**src/rtl/keypad_scanner.sv**
```systemverilog
// 4x4 active-low key matrix scanner with per-scan debounce and single-cycle press events.
// Optional build macro KEYPAD_HEX_MAP_EN maps matrix positions onto a phone-style hex layout.
//
//   state       | meaning
//   S_IDLE      | no key accepted, waiting for a scan with exactly one key
//   S_PRESS_DEB | same single key seen on consecutive scans, counting toward acceptance
//   S_HELD      | key accepted and reported; further keys ignored until released
//   S_RELEASE_DEB | empty scans seen after a held key, counting toward release
module keypad_scanner #(
   parameter int SCAN_DIV       = 1000,
   parameter int DEBOUNCE_SCANS = 4
) (
   input  logic       clk,
   input  logic       rst,
   input  logic [3:0] col,
   output logic [3:0] row,
   output logic       key_valid,
   output logic [3:0] key_code,
   output logic       key_down
);

   localparam int DIV_W = $clog2(SCAN_DIV);
   localparam int CNT_W = $clog2(DEBOUNCE_SCANS + 1);
   localparam logic [DIV_W-1:0] DIV_LAST = DIV_W'(SCAN_DIV - 1);
   localparam logic [CNT_W-1:0] DEB_LAST = CNT_W'(DEBOUNCE_SCANS);

   typedef enum logic [1:0] {
      RES_NONE  = 2'd0,
      RES_ONE   = 2'd1,
      RES_MULTI = 2'd2
   } scan_res_t;

   typedef enum logic [1:0] {
      S_IDLE        = 2'd0,
      S_PRESS_DEB   = 2'd1,
      S_HELD        = 2'd2,
      S_RELEASE_DEB = 2'd3
   } state_t;

   logic [3:0]       r_col_s1;
   logic [3:0]       r_col_s2;
   logic [DIV_W-1:0] r_div_cnt;
   logic [1:0]       r_row_idx;
   logic [3:0]       r_row;
   logic [1:0]       r_acc_cnt;
   logic [3:0]       r_acc_k;
   logic             r_scan_done;
   scan_res_t        r_scan_res;
   logic [3:0]       r_scan_k;

   state_t           r_state;
   logic [3:0]       r_cand;
   logic [CNT_W-1:0] r_cnt;
   logic             r_key_valid;
   logic [3:0]       r_key_code;
   logic             r_key_down;

   logic [3:0]       w_low;
   logic [2:0]       w_low_cnt;
   logic [1:0]       w_low_pos;
   logic             w_sample;
   logic [2:0]       w_acc_sum;
   logic [1:0]       w_acc_next;
   logic [3:0]       w_acc_k_next;
   scan_res_t        w_res_next;
   logic [CNT_W-1:0] w_cnt_inc;

   function automatic logic [3:0] f_code(input logic [3:0] k);
`ifdef KEYPAD_HEX_MAP_EN
      logic [3:0] v;
      case (k)
         4'd0:    v = 4'h1;
         4'd1:    v = 4'h2;
         4'd2:    v = 4'h3;
         4'd3:    v = 4'hA;
         4'd4:    v = 4'h4;
         4'd5:    v = 4'h5;
         4'd6:    v = 4'h6;
         4'd7:    v = 4'hB;
         4'd8:    v = 4'h7;
         4'd9:    v = 4'h8;
         4'd10:   v = 4'h9;
         4'd11:   v = 4'hC;
         4'd12:   v = 4'hE;
         4'd13:   v = 4'h0;
         4'd14:   v = 4'hF;
         default: v = 4'hD;
      endcase
      return v;
`else
      return k;
`endif
   endfunction

   assign w_low     = ~r_col_s2;
   assign w_low_cnt = {2'b00, w_low[0]} + {2'b00, w_low[1]} + {2'b00, w_low[2]} + {2'b00, w_low[3]};
   assign w_sample  = (r_div_cnt == DIV_LAST);
   assign w_acc_sum = {1'b0, r_acc_cnt} + w_low_cnt;
   assign w_cnt_inc = r_cnt + 1'b1;

   always_comb begin
      w_low_pos = 2'd0;
      for (int i = 3; i >= 0; i--) begin
         if (w_low[i]) w_low_pos = 2'(i);
      end
   end

   // Low-bit tally saturates at two; the key index is only kept if this is the first low bit.
   always_comb begin
      w_acc_next   = (w_acc_sum >= 3'd2) ? 2'd2 : w_acc_sum[1:0];
      w_acc_k_next = r_acc_k;
      if (r_acc_cnt == 2'd0 && w_low_cnt == 3'd1) w_acc_k_next = {r_row_idx, w_low_pos};
      case (w_acc_next)
         2'd0:    w_res_next = RES_NONE;
         2'd1:    w_res_next = RES_ONE;
         default: w_res_next = RES_MULTI;
      endcase
   end

   always_ff @(posedge clk) begin
      if (rst) begin
         r_col_s1    <= 4'hF;
         r_col_s2    <= 4'hF;
         r_div_cnt   <= '0;
         r_row_idx   <= 2'd0;
         r_row       <= 4'b1110;
         r_acc_cnt   <= 2'd0;
         r_acc_k     <= 4'd0;
         r_scan_done <= 1'b0;
         r_scan_res  <= RES_NONE;
         r_scan_k    <= 4'd0;
      end else begin
         r_col_s1    <= col;
         r_col_s2    <= r_col_s1;
         r_scan_done <= 1'b0;
         if (w_sample) begin
            r_div_cnt <= '0;
            r_row_idx <= r_row_idx + 2'd1;
            r_row     <= {r_row[2:0], r_row[3]};
            if (r_row_idx == 2'd3) begin
               r_scan_done <= 1'b1;
               r_scan_res  <= w_res_next;
               r_scan_k    <= w_acc_k_next;
               r_acc_cnt   <= 2'd0;
               r_acc_k     <= 4'd0;
            end else begin
               r_acc_cnt <= w_acc_next;
               r_acc_k   <= w_acc_k_next;
            end
         end else begin
            r_div_cnt <= r_div_cnt + 1'b1;
         end
      end
   end

   always_ff @(posedge clk) begin
      if (rst) begin
         r_state     <= S_IDLE;
         r_cand      <= 4'd0;
         r_cnt       <= '0;
         r_key_valid <= 1'b0;
         r_key_code  <= 4'd0;
         r_key_down  <= 1'b0;
      end else begin
         r_key_valid <= 1'b0;
         if (r_scan_done) begin
            case (r_state)
               S_IDLE: begin
                  if (r_scan_res == RES_ONE) begin
                     r_cand <= r_scan_k;
                     if (DEBOUNCE_SCANS == 1) begin
                        r_state     <= S_HELD;
                        r_key_code  <= f_code(r_scan_k);
                        r_key_valid <= 1'b1;
                        r_key_down  <= 1'b1;
                     end else begin
                        r_state <= S_PRESS_DEB;
                        r_cnt   <= CNT_W'(1);
                     end
                  end
               end
               S_PRESS_DEB: begin
                  if (r_scan_res == RES_ONE && r_scan_k == r_cand) begin
                     if (w_cnt_inc == DEB_LAST) begin
                        r_state     <= S_HELD;
                        r_cnt       <= '0;
                        r_key_code  <= f_code(r_cand);
                        r_key_valid <= 1'b1;
                        r_key_down  <= 1'b1;
                     end else begin
                        r_cnt <= w_cnt_inc;
                     end
                  end else if (r_scan_res == RES_ONE) begin
                     r_cand <= r_scan_k;
                     r_cnt  <= CNT_W'(1);
                  end else begin
                     r_state <= S_IDLE;
                     r_cnt   <= '0;
                  end
               end
               S_HELD: begin
                  if (r_scan_res == RES_NONE) begin
                     if (DEBOUNCE_SCANS == 1) begin
                        r_state    <= S_IDLE;
                        r_key_down <= 1'b0;
                     end else begin
                        r_state <= S_RELEASE_DEB;
                        r_cnt   <= CNT_W'(1);
                     end
                  end
               end
               S_RELEASE_DEB: begin
                  if (r_scan_res == RES_NONE) begin
                     if (w_cnt_inc == DEB_LAST) begin
                        r_state    <= S_IDLE;
                        r_cnt      <= '0;
                        r_key_down <= 1'b0;
                     end else begin
                        r_cnt <= w_cnt_inc;
                     end
                  end else begin
                     // any key activity cancels the release without a new event
                     r_state <= S_HELD;
                     r_cnt   <= '0;
                  end
               end
               default: begin
                  r_state <= S_IDLE;
                  r_cnt   <= '0;
               end
            endcase
         end
      end
   end

   assign row       = r_row;
   assign key_valid = r_key_valid;
   assign key_code  = r_key_code;
   assign key_down  = r_key_down;

endmodule

```
**config.mk**
```make
export PLATFORM = sky130hd
export DESIGN_NAME = keypad_scanner
export DESIGN_NICKNAME = d
export VERILOG_FILES = /design/src/rtl/keypad_scanner.sv
export SDC_FILE = /design/constraint.sdc
export NUM_CORES = 1
export LEC_CHECK = 0
export BUFFER_PORTS_ARGS = -buffer_cell sky130_fd_sc_hd__clkbuf_2
export CORE_MARGIN = 4
export CORE_UTILIZATION = 57
export CTS_BUF_LIST = sky130_fd_sc_hd__clkbuf_8
export DETAILED_ROUTE_END_ITERATION = 10
export PLACE_DENSITY = 0.86
export SYNTH_ARGS = -nofsm -noshare
export SYNTH_HDL_FRONTEND = slang
export SYNTH_SLANG_ARGS = --single-unit
export TNS_END_PERCENT = 50
```
**constraint.sdc**
```tcl
create_clock -name clk -period 5.5 [get_ports clk]
set_input_delay 0.825 -clock clk [delete_from_list [all_inputs] [get_ports clk]]
set_output_delay 0.825 -clock clk [all_outputs]
set_load 0.05 [all_outputs]
```
==> qor.json <==
{
  "outcome": {"value": "finished clean"},
  "die_area": {"value": 5190, "unit": "um^2"},
  "syn_inst": {"value": 259},
  "insertion_delay": {"value": 0.31, "unit": "ns"},
  "clock_sink_count": {"value": 52},
  "port_buffers": {"value": 15},
  "final_antenna_net_count": {"value": 0},
  "detail_route.first_pass.iterations": {"value": 4},
  "hold_viol": {"value": 0},
  "rows": {"value": 23},
  "ys_dominant_reg_cell": {"value": "sky130_fd_sc_hd__dfxtp_1"},
  "grt_start_max_net_pins": {"value": 38},
  "cts_resized": {"value": 0},
  "drive_gt1_share": {"value": 14.8, "unit": "%"},
  "synth.cell_area": {"value": 2340, "unit": "um^2"},
  "cts_made_buffers": {"value": 5},
  "final_util": {"value": 64.0, "unit": "%"},
  "place_area": {"value": 2430, "unit": "um^2"},
  "cts.repair_timing.setup_buffer_count": {"value": 0},
  "syn_avg_cell_area": {"value": 9.02, "unit": "um^2"},
  "cts-root-buf": {"value": "sky130_fd_sc_hd__clkbuf_8"},
  "cts_tree": {"value": "built"},
  "num_antenna_cells": {"value": 0},
  "routed_wirelength": {"value": 4.15, "unit": "mm"},
  "setup-violations-final": {"value": 0},
  "number_of_primary_i_o_pins": {"value": 16},
  "fin_worst_skew": {"value": 0.0117, "unit": "ns"},
  "grt_pass1_wl": {"value": 7.32, "unit": "mm"},
  "first_global_vias": {"value": 1674},
  "powerDensity": {"value": 264, "unit": "nW/um^2"},
  "cts.htree.levels": {"value": 2},
  "final_net_count": {"value": 285},
  "synth_edf_count": {"value": 0},
  "timing_worst_slew_pin_value": {"value": 1.03, "unit": "ns"},
  "synth.ff_latch_count": {"value": 52},
  "sequential_share_of_the_synthesized_area": {"value": 44.5, "unit": "%"},
  "worst_ep_arrival_time": {"value": 3.13, "unit": "ns"},
  "crit_required": {"value": 5.73, "unit": "ns"},
  "critPathKind": {"value": "register to register"},
  "mappedNetlistNets": {"value": 275},
  "sequential_cell_area": {"value": 1040, "unit": "um^2"},
  "multi_input_area": {"value": 1200, "unit": "um^2"},
  "drv.max_cap_violation_count": {"value": 0},
  "timing.hold.worst.class": {"value": "register to register"},
  "gpl.final_weighted_congestion": {"value": 0.851},
  "die-height": {"value": 72.0, "unit": "um"},
  "place.detailed.hpwl": {"value": 2.88, "unit": "mm"},
  "post-route-period-util": {"value": 52.7, "unit": "%"},
  "max-vdd-ir-drop": {"value": 177, "unit": "uV"},
  "synth_async_sr_flop_share": {"value": 0, "unit": "%"},
  "route.detailed.wl_per_inst": {"value": 13.0, "unit": "um"},
  "synthToLayoutAreaGrowth": {"value": 8.67, "unit": "%"},
  "horizontal_extent_of_the_die": {"value": 72.0, "unit": "um"},
  "drv_slew": {"value": 0},
  "placeable_core_area": {"value": 3970, "unit": "um^2"},
  "rsz0062_at_grt": {"value": "false"},
  "globalRoute.totalOverflow": {"value": 0},
  "cts_max_path_buffers": {"value": 2},
  "relSlewSlack": {"value": 31.1, "unit": "%"},
  "setup_tns": {"value": 0, "unit": "ns"},
  "hold_buffers": {"value": 0},
  "drt-initial-drc-count": {"value": 92},
  "synthDistinctLibCells": {"value": 47},
  "path_max_fanout": {"value": 4},
  "fin_crit": {"value": 2.90, "unit": "ns"},
  "initial_antenna_violation_count": {"value": 0},
  "n_fill_cell": {"value": 343},
  "drc_errors": {"value": 0},
  "floorplan.initialDensity": {"value": 58.9, "unit": "%"},
  "num_vias": {"value": 1786},
  "clkSlewWorstSetupHoldPaths": {"value": 0.10, "unit": "ns"},
  "endpoint_kind": {"value": "register"},
  "route.detailed.vias_per_inst": {"value": 5.58},
  "final_cell_area": {"value": 2540, "unit": "um^2"},
  "grt_util_all_layers": {"value": 17.8, "unit": "%"},
  "clock.fmax": {"value": 345, "unit": "MHz"},
  "cellLeakagePower": {"value": 0.984, "unit": "nW"},
  "crit_path_start_kind": {"value": "register"},
  "number_of_warnings_printed_during_yosys_synthesis": {"value": 0}
}
-- registers in the layout (all words and copies together) (netlist names), 2 cells and up --
| name | count |
|---|---|
| key_code | 4 |
| r_acc_cnt | 2 |
| r_acc_k | 4 |
| r_cand | 4 |
| r_cnt | 3 |
| r_col_s1 | 4 |
| r_col_s2 | 4 |
| r_div_cnt | 10 |
| r_row_idx | 2 |
| r_scan_k | 4 |
| r_scan_res | 2 |
| r_state | 2 |
| row | 4 |
-- cells by family (layout without fill, tap and decap cells) --
| logic type | after synthesis | count (layout) | synth area share (%) |
|---|---|---|---|
| fa+ha+maj | 10 | 10 | 6.00 |
| simple gates | 100 | 100 | 23.1 |
| compound gates | 50 | 50 | 13.6 |
| buf+inv | 25 | 36 | 4.07 |
| flops | 52 | 52 | 44.5 |
| xor+xnor | 15 | 15 | 5.62 |
| mux | 7 | 7 | 3.05 |
-- cell usage in the layout (no fill, tap or decap), types with 2 or more instances in the layout --
cell / n
sky130_fd_sc_hd__a21oi_1: 19
sky130_fd_sc_hd__nor3_1: 2
sky130_fd_sc_hd__nand2_1: 26
sky130_fd_sc_hd__nand2b_1: 2
sky130_fd_sc_hd__clkbuf_2: 15
sky130_fd_sc_hd__or3_1: 2
sky130_fd_sc_hd__and4bb_2: 2
sky130_fd_sc_hd__nand4_1: 9
sky130_fd_sc_hd__clkbuf_8: 5
sky130_fd_sc_hd__xor2_1: 7
sky130_fd_sc_hd__mux2i_1: 6
sky130_fd_sc_hd__or2_2: 9
sky130_fd_sc_hd__nand3_1: 13
sky130_fd_sc_hd__nor2_1: 19
sky130_fd_sc_hd__a211oi_1: 4
sky130_fd_sc_hd__fa_1: 2
sky130_fd_sc_hd__ha_1: 8
sky130_fd_sc_hd__a221oi_1: 2
sky130_fd_sc_hd__dfxtp_1: 52
sky130_fd_sc_hd__inv_1: 13
sky130_fd_sc_hd__xnor2_1: 8
sky130_fd_sc_hd__nand4b_1: 2
sky130_fd_sc_hd__a31oi_1: 4
sky130_fd_sc_hd__o21ai_0: 10
sky130_fd_sc_hd__and4_1: 2
sky130_fd_sc_hd__and3_1: 3
-- area by class of cell --
class	instances	area share (%)
Timing Repair Buffer	15	2.96
Sequential cell	52	41.0
Multi-Input combinational cell	182	47.3
Tap cell	50	2.46
Inverter	13	1.92
Clock buffer	5	2.71
Clock inverter	3	1.67
-- per-stage QoR --
stage	hold slack [ns]	total power [W]	std cells	worst slack, ns
after floorplan	0.389	0.000414	259	2.81
after global placement	0.392	0.000419	312	2.72
after detailed placement	0.394	0.000421	312	2.64
after CTS	0.416	0.000677	320	2.62
after global routing	0.434	0.000693	320	2.47
final	0.414	0.000670	320	2.60
-- where the power goes --
part           switching (W)  internal (W)
combinational      0.0000169     0.0000117
clock               0.000123      0.000135
sequential        0.00000270      0.000381
total               0.000143      0.000527
-- worst paths after layout --
path	startpoint	endpoint	slack, ns	cells after the start
max	r_col_s2[0]	r_scan_k[0]	2.60	8
min	r_col_s1[1]	r_col_s2[1]	0.41	1
max reg2reg	r_col_s2[0]	r_scan_k[0]	2.60	8
min reg2reg	r_col_s1[1]	r_col_s2[1]	0.41	1
-- cell usage after synthesis (2+ instances only) --
cell	n	share of area [%]
sky130_fd_sc_hd__dfxtp_1	52	45
sky130_fd_sc_hd__nand2_1	26	4.2
sky130_fd_sc_hd__nand4_1	9	2.4
sky130_fd_sc_hd__and4bb_2	2	1.1
sky130_fd_sc_hd__nor2_1	19	3.1
sky130_fd_sc_hd__mux2i_1	6	2.6
sky130_fd_sc_hd__and3_1	3	0.80
sky130_fd_sc_hd__fa_1	2	1.7
sky130_fd_sc_hd__and4_1	2	0.75
sky130_fd_sc_hd__nand4b_1	2	0.75
sky130_fd_sc_hd__inv_1	13	2.1
sky130_fd_sc_hd__o21ai_0	10	2.1
sky130_fd_sc_hd__a31oi_1	4	1.1
sky130_fd_sc_hd__nor3_1	2	0.43
sky130_fd_sc_hd__ha_1	8	4.3
sky130_fd_sc_hd__nand3_1	13	2.8
sky130_fd_sc_hd__a211oi_1	4	1.3
sky130_fd_sc_hd__a21oi_1	19	4.1
sky130_fd_sc_hd__xnor2_1	8	3.0
sky130_fd_sc_hd__clkbuf_1	11	1.8
sky130_fd_sc_hd__a221oi_1	2	0.75
sky130_fd_sc_hd__or2_2	9	2.4
sky130_fd_sc_hd__nand2b_1	2	0.54
sky130_fd_sc_hd__or3_1	2	0.54
sky130_fd_sc_hd__xor2_1	7	2.6
-- critical path, cell delays in order, from the launching register on --
cell	delay, ns
sky130_fd_sc_hd__dfxtp_1	0.35
sky130_fd_sc_hd__inv_1	0.07
sky130_fd_sc_hd__fa_1	0.47
sky130_fd_sc_hd__ha_1	0.20
sky130_fd_sc_hd__ha_1	0.33
sky130_fd_sc_hd__or4b_4	0.53
sky130_fd_sc_hd__a2111oi_0	0.54
sky130_fd_sc_hd__nor2_1	0.10
sky130_fd_sc_hd__a211oi_1	0.23
-- layer usage --
metal  GRT usage (%)  share of wire (%)
met5               0                  0
met4            7.31                1.6
met3            5.12                3.5
met2            29.9                 47
met1            21.3                 48
(Power assumes the default switching activity.)
